===== src/rtl/axis_mirrors_merge.sv =====
// ---------------------------------------------------------------------------
// axis_mirrors_merge
//
// Packet-level AXI-Stream fan-in. NUM input streams are merged into one output
// stream by round-robin arbitration. Once a source is granted, it keeps the
// output until the handshake of its tlast beat. The granted source index is
// exported so that downstream logic can route or tag each packet.
//
// Optional feature (compile-time macro AXIS_MIRRORS_MERGE_OREG_EN):
//   defined     - a full-throughput output register stage is inserted
//                 (1 cycle data latency).
//   not defined - the output is driven combinationally from the granted input
//                 (0 cycle data latency).
//
// Ports:
//   clock         sole clock
//   rst           asynchronous, active-high reset
//   i_in_tvalid   [NUM]        per-input tvalid
//   o_in_tready   [NUM]        per-input tready
//   i_in_tdata    [NUM*DSIZE]  per-input tdata, input k at [k*DSIZE +: DSIZE]
//   i_in_tlast    [NUM]        per-input tlast
//   o_out_tvalid               merged output tvalid
//   i_out_tready               merged output tready
//   o_out_tdata   [DSIZE]      merged output tdata
//   o_out_tlast                merged output tlast
//   o_src_index   [IW]         index of the currently granted input
//   o_busy                     high while a packet is locked
// ---------------------------------------------------------------------------
module axis_mirrors_merge #(
  parameter  int NUM   = 8,
  parameter  int DSIZE = 8,
  localparam int IW    = (NUM > 1) ? $clog2(NUM) : 1
) (
  input  logic                 clock,
  input  logic                 rst,
  input  logic [NUM-1:0]       i_in_tvalid,
  output logic [NUM-1:0]       o_in_tready,
  input  logic [NUM*DSIZE-1:0] i_in_tdata,
  input  logic [NUM-1:0]       i_in_tlast,
  output logic                 o_out_tvalid,
  input  logic                 i_out_tready,
  output logic [DSIZE-1:0]     o_out_tdata,
  output logic                 o_out_tlast,
  output logic [IW-1:0]        o_src_index,
  output logic                 o_busy
);

  typedef enum logic {
    ST_IDLE = 1'b0,
    ST_LOCK = 1'b1
  } state_t;

  state_t          r_state;
  logic [IW-1:0]   r_rr_ptr;
  logic [IW-1:0]   r_grant;

  logic            w_found;
  logic [IW-1:0]   w_pick;
  logic            w_lock;
  logic            w_sel_valid;
  logic            w_sel_last;
  logic [DSIZE-1:0] w_sel_data;
  logic            w_src_ready;
  logic            w_accept;
  logic [IW-1:0]   w_next_ptr;

  assign w_lock = (r_state == ST_LOCK);

  // Round-robin search: first valid input at or above r_rr_ptr, wrapping
  // NUM-1 -> 0. The sum is one bit wider so the wrap works for any NUM.
  // NOTE: every variable written in always_comb gets a default first, so no
  // path leaves it unassigned and no latch is inferred.
  always_comb begin
    logic [IW:0] v_sum;
    w_found = 1'b0;
    w_pick  = '0;
    v_sum   = '0;
    for (int i = 0; i < NUM; i++) begin
      v_sum = {1'b0, r_rr_ptr} + (IW+1)'(i);
      if (v_sum >= (IW+1)'(NUM)) begin
        v_sum = v_sum - (IW+1)'(NUM);
      end
      if (!w_found && i_in_tvalid[v_sum[IW-1:0]]) begin
        w_found = 1'b1;
        w_pick  = v_sum[IW-1:0];
      end
    end
  end

  // Granted-input mux, written with constant selects only.
  always_comb begin
    w_sel_valid = 1'b0;
    w_sel_last  = 1'b0;
    w_sel_data  = '0;
    for (int i = 0; i < NUM; i++) begin
      if (r_grant == IW'(i)) begin
        w_sel_valid = i_in_tvalid[i];
        w_sel_last  = i_in_tlast[i];
        w_sel_data  = i_in_tdata[i*DSIZE +: DSIZE];
      end
    end
  end

  // Only the granted input sees a ready, and only while locked.
  always_comb begin
    o_in_tready = '0;
    for (int i = 0; i < NUM; i++) begin
      o_in_tready[i] = w_lock && (r_grant == IW'(i)) && w_src_ready;
    end
  end

  assign w_accept   = w_lock && w_sel_valid && w_src_ready;
  assign w_next_ptr = (r_grant == IW'(NUM-1)) ? '0 : r_grant + 1'b1;

`ifdef AXIS_MIRRORS_MERGE_OREG_EN
  logic             r_out_valid;
  logic [DSIZE-1:0] r_out_data;
  logic             r_out_last;

  // The register accepts a new beat whenever it is empty or draining this
  // cycle, which keeps a full 1 beat/cycle through the stage.
  assign w_src_ready = !r_out_valid || i_out_tready;

  always_ff @(posedge clock or posedge rst) begin
    if (rst) begin
      r_out_valid <= 1'b0;
      r_out_data  <= '0;
      r_out_last  <= 1'b0;
    end else if (w_accept) begin
      r_out_valid <= 1'b1;
      r_out_data  <= w_sel_data;
      r_out_last  <= w_sel_last;
    end else if (i_out_tready) begin
      r_out_valid <= 1'b0;
    end
  end

  assign o_out_tvalid = r_out_valid;
  assign o_out_tdata  = r_out_data;
  assign o_out_tlast  = r_out_last;
`else
  assign w_src_ready  = i_out_tready;
  assign o_out_tvalid = w_lock && w_sel_valid;
  assign o_out_tdata  = w_lock ? w_sel_data : '0;
  assign o_out_tlast  = w_lock && w_sel_last;
`endif

  // Arbitration FSM. The lock releases only on the tlast handshake; a source
  // dropping tvalid mid-packet keeps the lock.
  // NOTE: sequential state uses non-blocking assignments so every register
  // samples pre-edge values regardless of statement order.
  always_ff @(posedge clock or posedge rst) begin
    if (rst) begin
      r_state  <= ST_IDLE;
      r_rr_ptr <= '0;
      r_grant  <= '0;
    end else begin
      case (r_state)
        ST_IDLE: begin
          if (w_found) begin
            r_grant <= w_pick;
            r_state <= ST_LOCK;
          end
        end
        ST_LOCK: begin
          if (w_accept && w_sel_last) begin
            r_state  <= ST_IDLE;
            r_rr_ptr <= w_next_ptr;
          end
        end
        default: r_state <= ST_IDLE;
      endcase
    end
  end

  assign o_busy      = w_lock;
  assign o_src_index = r_grant;

endmodule


===== config.mk =====
export PLATFORM = sky130hd
export DESIGN_NAME = axis_mirrors_merge
export DESIGN_NICKNAME = d
export VERILOG_FILES = /design/src/rtl/axis_mirrors_merge.sv
export SDC_FILE = /design/constraint.sdc
export NUM_CORES = 1
export LEC_CHECK = 0
export BUFFER_PORTS_ARGS = -buffer_cell sky130_fd_sc_hd__buf_2
export CAP_MARGIN = 5
export CORE_UTILIZATION = 50
export CTS_CLUSTER_DIAMETER = 60
export DETAILED_ROUTE_END_ITERATION = 7
export MAX_ROUTING_LAYER = met4
export PLACE_DENSITY = 0.88
export SLEW_MARGIN = 20
export SYNTH_ARGS = -nofsm -noshare
export SYNTH_HDL_FRONTEND = slang
export SYNTH_SLANG_ARGS = --single-unit

===== constraint.sdc =====
create_clock -name clock -period 9.1 [get_ports clock]
set_clock_uncertainty 0.15 [all_clocks]
set_input_delay 0.455 -clock clock [delete_from_list [all_inputs] [get_ports clock]]
set_output_delay 0.455 -clock clock [all_outputs]
set_load 0.01 [all_outputs]

== After elaboration in Yosys (flattened, before gate mapping) ==
Cells that the tools add are included.

* Add/subtract/negate cells: 16
* $lt $le $gt $ge: 16
* Equal/unequal tests: 7
* Muxes and demuxes: 69
* Bitwise operators: 1
* Reduce and logical (&&, ||, !) cells: 37

{| class="wikitable"
|+ Operators with widths
! operator !! number
|-
| $mux 8 || 9
|-
| $mux 3 || 17
|-
| $mux 1 || 34
|-
| $lt 3x4->1 const B || 8
|-
| $ge 4x4->1 const B || 7
|-
| $logic_and 1x1->1 || 27
|-
| $bmux 1 s3 || 8
|-
| $sub 3x1->3 const B || 8
|-
| $add 3x3->4 const B || 4
|-
| $eq 3x3->1 const B || 4
|-
| $add 3x2->4 const B || 2
|-
| $logic_not 1->1 || 7
|-
| $eq 3x2->1 const B || 2
|-
| $add 3x1->4 const B || 1
|-
| $ge 3x4->1 const B || 1
|-
| $reduce_and 2->1 || 2
|-
| $add 3x1->3 const B || 1
|-
| $eq 3x1->1 const B || 1
|-
| $logic_not 3->1 || 1
|-
| $pmux 1 s2 || 1
|-
| $not 1->1 || 1
|}

* Register bits after elaboration: 7
* Bits of input ports: 83
* Output and inout port bits: 22
* Logic and storage cells: 149

== Longest topological paths before layout ==
Gate-level depths: netlist of run 1.

* Depth after elaboration: 28
* Depth in mapped cells: 12
* Depth with buffers taken out: 9

== Least setup slack after synthesis of run 1 ==
Ideal clock, no wire load.

* Path type: register to output
* Start: register r_grant[2], in the netlist o_src_index[2]
* End: output port o_out_tdata[0]
* Arrival: 2.514 ns
* Slack: 5.981 ns
* Cell stages (with the launch flop): 12
* Path buffers: 4
* Cell sequence: dfrtp_1 clkbuf_1 inv_1 buf_1 ha_1 clkbuf_1 clkbuf_1 nor2_1 a22oi_1 o22ai_1 o211ai_1 a21boi_0

* Longest elaborated chain between the ends: 10

{| class="wikitable"
|+ Ends and longest elaborated chain
! what !! RTL line !! source
|-
| from (decl) || 55 || <nowiki>logic [IW-1:0] r_grant;</nowiki>
|-
| from (signal assigned) || 161 || <nowiki>r_grant <= w_pick;</nowiki>
|-
| $logic_not 3->1 || 96 || <nowiki>if (r_grant == IW'(i)) begin</nowiki>
|-
| $mux 8 (7 in series) || 96 ||
|-
| $mux 8 * || 96 ||
|-
| $mux 8 * || 144 || <nowiki>assign o_out_tdata = w_lock ? w_sel_data : '0;</nowiki>
|-
| to (decl) || 42 || <nowiki>output logic [DSIZE-1:0] o_out_tdata,</nowiki>
|}

Mark *: on every way between the ends. The rest lies on a longest branch, timed or not.

== Worst setup path after layout of run 1 ==
* Start: register r_rr_ptr[0]
* End: register r_grant[1], in the netlist o_src_index[1]

* Longest elaborated chain between the ends: 27

{| class="wikitable"
|+ Ends and longest elaborated chain
! what !! RTL line !! source
|-
| from (decl) || 54 || <nowiki>logic [IW-1:0] r_rr_ptr;</nowiki>
|-
| from (signal assigned) || 168 || <nowiki>r_rr_ptr <= w_next_ptr;</nowiki>
|-
| parallel branches: the longest is 27 deep, another holds $add 3x1->4 || n/a ||
|}

Several ways; the timed one is not identified. The select of a mux whose other input is x is not followed.
A chain may end at the register's enable or synchronous reset.

==> results of run 1 <==
## per-stage QoR
stage          setup slack, ns  instance area [um2]  hold WS [ns]  instances  utilization (%)
3_3_place_gp              5.49                 2420         0.248        385             65.7
6_report                  5.37                 2470       0.00141        389             67.0
4_1_cts                   5.39                 2470       0.00977        389             67.0
3_5_place_dp              5.40                 2420         0.248        385             65.7
2_1_floorplan             5.98                 1940         0.108        252                -
5_1_grt                   5.12                 2470        0.0218        389             67.0
## power breakdown
| group | switching (mW) | total [mW] | leakage [nW] | internal (mW) |
|---|---|---|---|---|
| logic | 0.476 | 0.841 | 1.03 | 0.365 |
| registers | 0.0542 | 0.100 | 0.0779 | 0.0463 |
| clock network | 0.0131 | 0.0433 | 0.0228 | 0.0303 |
## logic make-up after synthesis
group | Yosys count | share of synthesized area (%)
multiplexers | 24 | 19.1
AND/OR/NAND/NOR | 78 | 19.0
AO/OA/AOI/OAI | 99 | 38.5
XOR/XNOR | 3 | 1.35
buffers and inverters | 33 | 7.87
adder cells (fa/ha/maj) | 8 | 5.16
flip-flops | 7 | 9.03
## layer usage
layer | routed length (um) | global-route usage [%] | up-vias | share of wire (%)
met5 | 0 | - | - | 0
met4 | 178 | 11.1 | 0 | 2.8
met3 | 344 | 2.50 | 19 | 5.5
met2 | 3180 | 57.1 | 109 | 51
met1 | 2540 | 35.8 | 1126 | 41
li1 | - | - | 1172 | -
## layout make-up
cell class | count | area share (%)
multi-input cells | 212 | 65.3
repair buffers | 105 | 21.4
flip-flops and latches | 7 | 7.09
well taps | 48 | 2.43
inverters | 13 | 1.98
clock buffers | 4 | 1.82
## synth_stat cells (2+ instances only)
| library cell | instances |
|---|---|
| xor2_1 | 2 |
| nand3_1 | 3 |
| o22ai_1 | 8 |
| a22oi_1 | 20 |
| nand2b_1 | 2 |
| o21ai_0 | 12 |
| clkbuf_1 | 11 |
| inv_1 | 12 |
| dfrtp_1 | 7 |
| a211oi_1 | 3 |
| a221oi_1 | 10 |
| a21boi_0 | 8 |
| mux4_2 | 2 |
| a21oi_1 | 8 |
| nor3_1 | 7 |
| a221o_1 | 2 |
| nand2_1 | 31 |
| buf_1 | 3 |
| buf_2 | 4 |
| o211ai_1 | 9 |
| mux4_1 | 6 |
| nor2_1 | 16 |
| mux2i_1 | 10 |
| a211o_1 | 2 |
| nor2b_1 | 5 |
| ha_1 | 8 |
| mux2_2 | 6 |
| and2_1 | 5 |
## path summary, 6_finish.rpt
path,startpoint,endpoint,slack [ns],depth (start not counted)
setup / recovery,r_rr_ptr[0]$_DFFE_PP0P_,o_src_index[1]$_DFFE_PP0P_,5.37,9
hold / removal,rst,o_busy$_DFF_PP0_,0.001,2
setup reg to reg,r_rr_ptr[0]$_DFFE_PP0P_,o_src_index[1]$_DFFE_PP0P_,5.37,9
hold reg to reg,o_src_index[1]$_DFFE_PP0P_,o_src_index[1]$_DFFE_PP0P_,0.50,2
max in group asynchronous,rst,r_rr_ptr[0]$_DFFE_PP0P_,8.58,2
min in group clock,o_src_index[1]$_DFFE_PP0P_,o_src_index[1]$_DFFE_PP0P_,0.50,2
## registers in the layout (all words and copies together) (netlist names)
signal       cells
r_rr_ptr         3
o_src_index      3
o_busy           1
## placed cells by master, fill, tap and decap left out, types with 2 or more instances in the layout
cell type and n:
dfrtp_1 7, mux4_2 2, o22ai_1 8, buf_2 104, mux2i_1 10, xor2_1 2
a221oi_1 10, mux2_2 6, a22oi_1 20, nand3_1 3, inv_1 12, nor2b_1 5
nand2b_1 2, nor3_1 7, o211ai_1 9, ha_1 8, clkbuf_8 3, nand2_1 31
a211oi_1 3, a221o_1 2, a21oi_1 8, a21boi_0 8, and2_1 5, mux4_1 6
nor2_1 16, o21ai_0 12, a211o_1 2
==> impl_metrics.yaml, run 1 <==
critical_path:
  cp.buffers_inverters: 1
  cp_cell_sequence: "inv_1, ha_1, mux4_1, a21oi_1, a32o_1, and2_4, nand3_1, nor4b_1, nor3_1"
  path_class: "flop to flop"
  end_kind: "flop"
  crit_arrival_ns: 3.68
  slowest_delay_ns: 0.74
  path_max_fanout: 15
  required_ns: 9.05
  cp-start-kind: "flop"
  crit_slowest_cell: "dfrtp_1"
  critical-path-top-delay-family: "flip-flops"
power:
  peakVddDrop_mv: 0.246
  finalPower_mw: 0.985
  p_per_area_nw_per_um2: 399
  p_leak_nw: 1.13
route:
  dr.pass1.iters: 5
  vias_per_cell: 6.24
  drc: 0
  wl_per_cell_um: 16.1
  ant_nets: 0
  dr.first_iter.drc_count: 234
  drt-total-wl_mm: 6.25
  num_vias: 2426
sta:
  relSlewSlack_pct: 30.2
  finalHoldViolCount: 0
  period_share_pct: 41.0
  setup_viol: 0
  rsz0062_at_grt: "false"
  fmax_mhz: 268
  worst_slew_pin_slew_ns: 1.05
  slew_viol_final: 0
  tns_ns: 0
  fin_crit_ns: 3.73
placement:
  hpwlAfterDp_mm: 4.84
  portBuffers: 104
  gp_congestion: 0.972
clocking:
  clk_transition_reported_paths_ns: 0.04
  clkSinkCount: 7
  cts.path.max_buffers: 2
  numCtsBuffers: 3
  cts_hold_buf: 0
  cts_tree: "yes"
  h-tree-depth: 1
  cts_resized: 0
  worst_skew_pair.late_latency_ns: 0.23
  cts_setup_buffers: 0
  cts_root_buf: "clkbuf_8"
global_route:
  grt_pass1_vias: 2202
  antenna_found_initial: 0
  grt_use_total_pct: 31.4
  grt_overflow: 0
  grt_pass1_wl_mm: 10.0
  grt_max_degree: 35
layout:
  multiInputGateArea_um2: 1610
  nFillCells: 328
  layout.nets: 433
  seqCellArea_um2: 175
  drive_above_1_share_pct: 35.8
  syn_to_final_growth_pct: 27.3
  diodes: 0
job:
  drv_cap: 0
yosys:
  avgSynthCellArea_um2: 7.70
  synth_seq_cells: 7
  syn_inst: 252
  synth_seq_area_share_pct: 9.03
  yosys_warnings: 0
  syn-cell-area_um2: 1940
  ys_types: 58
  synth_area_leader_cell: "dfrtp_1"
  synth_top_area_share_pct: 9.03
  synthArstFlopShare_pct: 100
  synth_ff_type: "dfrtp_1"
  synth_edf_count: 0
  synthTopCellsByArea: "dfrtp_1, mux4_1, a22oi_1"
  synth_fp_nets: 343
floorplan:
  die_h_um: 64.3
  die-area_um2: 4130
  core_um2: 3690
  io_pins: 105
  die_w_um: 64.3
  initial_core_util_pct: 52.6
  rows: 22
min_path:
  hold_class: "input port to asynchronous set/reset pin"
outcome:
  status: "completed"
(Power assumes the default switching activity.)
==> run 2, diff against run 1 <==
Settings changed: ABC_AREA from default to 1, CORE_UTILIZATION 50 to 47, PLACE_DENSITY 0.88 to 0.83.
Clock period 9.1 ns to 3.6 ns, I/O delays scaled along.
==> run 2 against run 1 <==
Synthesized area rose by 3.5%; largest cell class unchanged; sequential share of layout area fell by 0.25 points; power rose by 140%; maximum frequency rose by 32%; final cell count rose by 32%; non-clock buffer count did not move; die area rose by 9.8%; first-iteration DRC count rose by 31%.
==> impl_metrics.yaml, run 2 <==
outcome:
  status: "completed"
yosys:
  syn_inst: 371
  synth_xor_area_share_pct: 2.49
  synth_top_area_share_pct: 22.2
  synth_area_leader_cell: "nand2_1"
  ys_top_cells_by_count: "nand2_1, nor2_1, nand3_1"
  synthTopCellsByArea: "nand2_1, nand3_1, nor2_1"
  synth-compound-area-share_pct: 14.9
  yosys.area_share.simple_pct: 58.3
  synth_top_family_by_area: "simple AND/OR/NAND/NOR gates"
  post-synth-top-count-cell: "nand2_1"
  avgSynthCellArea_um2: 5.42
  ys_types: 39
  synthArstFlopShare_pct: 100
  synth_fp_nets: 462
  synth_ff_type: "dfrtp_1"
  synth_seq_cells: 7
  synthAdderAreaFrac_pct: 4.98
  yosys_warnings: 0
  muxShareOfSynthArea_pct: 0
  synth_edf_count: 0
  synth_seq_area_share_pct: 8.72
  syn-cell-area_um2: 2010
floorplan:
  die-area_um2: 4540
  die_h_um: 67.4
  die_w_um: 67.4
  rows: 23
  io_pins: 105
  core_um2: 4060
  initial_core_util_pct: 49.5
clocking:
  worst_skew_pair.late_latency_ns: 0.22
  clk_transition_reported_paths_ns: 0.04
  cts_resized: 0
  cts_hold_buf: 1
  h-tree-depth: 1
  cts_setup_buffers: 0
  cts.path.max_buffers: 2
  cts_root_buf: "clkbuf_8"
  numCtsBuffers: 3
  cts_tree: "yes"
  clkSinkCount: 7
power:
  p_leak_nw: 1.49
  p_per_area_nw_per_um2: 910
  finalPower_mw: 2.33
  peakVddDrop_mv: 0.472
layout:
  diodes: 0
  drive_above_1_share_pct: 30.2
  most-common-layout-cells: "nand2_1, buf_2, nor2_1"
  postLayoutCoreUtil_pct: 63.1
  final_common_cell: "nand2_1"
  syn_to_final_growth_pct: 27.4
  instances_no_fill: 514
  layout.nets: 556
  nFillCells: 409
placement:
  portBuffers: 104
  hpwlAfterDp_mm: 5.34
  dp_cells: 509
  gp_congestion: 0.936
critical_path:
  path_class: "flop to flop"
  crit_arrival_ns: 2.79
  cp-start-kind: "flop"
  r2r_slack_ns: 0.78
  path_max_fanout: 12
  ff2ff_path_depth: 14
  end_kind: "flop"
  required_ns: 3.56
  r2r-end: "o_src_index[1]$_DFFE_PP0P_"
  crit-reg2reg-launch: "r_rr_ptr[0]$_DFFE_PP0P_"
global_route:
  grt_pass1_vias: 2307
  antenna_found_initial: 0
  grt_max_degree: 22
  grt_overflow: 0
  grt_pass1_wl_mm: 10.6
  grt_use_total_pct: 31.2
job:
  drv_cap: 0
route:
  dr.pass1.iters: 6
  vias_per_cell: 5.21
  drt-total-wl_mm: 6.57
  wl_per_cell_um: 12.8
  num_vias: 2679
  ant_nets: 0
  drc: 0
  dr.first_iter.drc_count: 306
min_path:
  worstHoldEndpoint: "r_rr_ptr[1]$_DFFE_PP0P_"
  holdPathStages: 4
  min_from: "i_out_tready"
  hold_class: "input port to flop"
sta:
  setup_viol: 0
  finalHoldViolCount: 0
  fmax_mhz: 354
  rsz0062_at_grt: "false"
  tns_ns: 0
  fin_crit_ns: 2.82
  period_share_pct: 78.5
  relSlewSlack_pct: 54.7
  slew_viol_final: 0
  worst_slew_pin_slew_ns: 0.677
## run 2: cell types whose count changed after synthesis, sizes merged, moves of 10 or more
cell,change
inv,+18
nand2,+96
o21ai,+21
a221oi,-10
mux2i,-10
nor2,+39
a22oi,-20
nand3,+52
## run 2: worst max-delay path by stage
stage	start	end	slack, ns	cells past startpoint
floorplan	r_rr_ptr[1]$_DFFE_PP0P_	o_src_index[0]$_DFFE_PP0P_	1.32	15
global placement	r_rr_ptr[1]$_DFFE_PP0P_	o_src_index[1]$_DFFE_PP0P_	0.90	14
detailed placement	r_rr_ptr[0]$_DFFE_PP0P_	o_src_index[0]$_DFFE_PP0P_	0.81	14
CTS	r_rr_ptr[0]$_DFFE_PP0P_	o_src_index[1]$_DFFE_PP0P_	0.80	14
global route	r_rr_ptr[0]$_DFFE_PP0P_	o_src_index[1]$_DFFE_PP0P_	0.51	14
finish	r_rr_ptr[0]$_DFFE_PP0P_	o_src_index[1]$_DFFE_PP0P_	0.78	14
## run 2: power by group
| group | internal [mW] | total (mW) | switching (mW) |
|---|---|---|---|
| registers | 0.111 | 0.218 | 0.107 |
| logic | 0.709 | 2.00 | 1.29 |
| clock network | 0.0766 | 0.110 | 0.0332 |
## run 2: cells by family after synthesis
family	Yosys count
AND/OR/NAND/NOR	249
AO/OA/AOI/OAI	54
buffers and inverters	49
adder cells (fa/ha/maj)	8
flip-flops	7
XOR/XNOR	4
## run 2: routing by layer
layer,up-vias,GRT usage (%),part of all wire [%]
met1,1150,44.6,47
met3,6,3.04,7.9
met4,0,5.59,0.70
met2,133,47.4,44
met5,-,-,0
li1,1390,-,-
## run 2: cell type report
type / count / area (um2) / area share [%]
timing repair buffer: 105 / 531 / 20.7
sequential: 7 / 175 / 6.84
multi-input combinational: 315 / 1620 / 63.3
clock buffer: 4 / 45.0 / 1.76
inverter: 33 / 125 / 4.89
tap: 50 / 62.6 / 2.44
## run 2: critical path, cell delays in order, from the launching register on
cell	delay, ns
dfrtp_1	0.62
inv_2	0.19
ha_1	0.43
inv_2	0.16
nand3_1	0.09
nand2_1	0.10
nand2_1	0.05
nand2_1	0.18
nand4_4	0.17
nor2_4	0.17
nand3_2	0.11
nor2_1	0.12
nor2_1	0.05
nand2_1	0.06
nand2_1	0.05
## run 2: per-stage QoR
stage	area, um2	hold slack (ns)	setup WS, ns
finish	2560	0.239	0.775
CTS	2560	0.239	0.797
global route	2560	0.281	0.511
detailed placement	2500	-0.0336	0.810
floorplan	2010	-0.167	1.32
global placement	2500	-0.0353	0.903
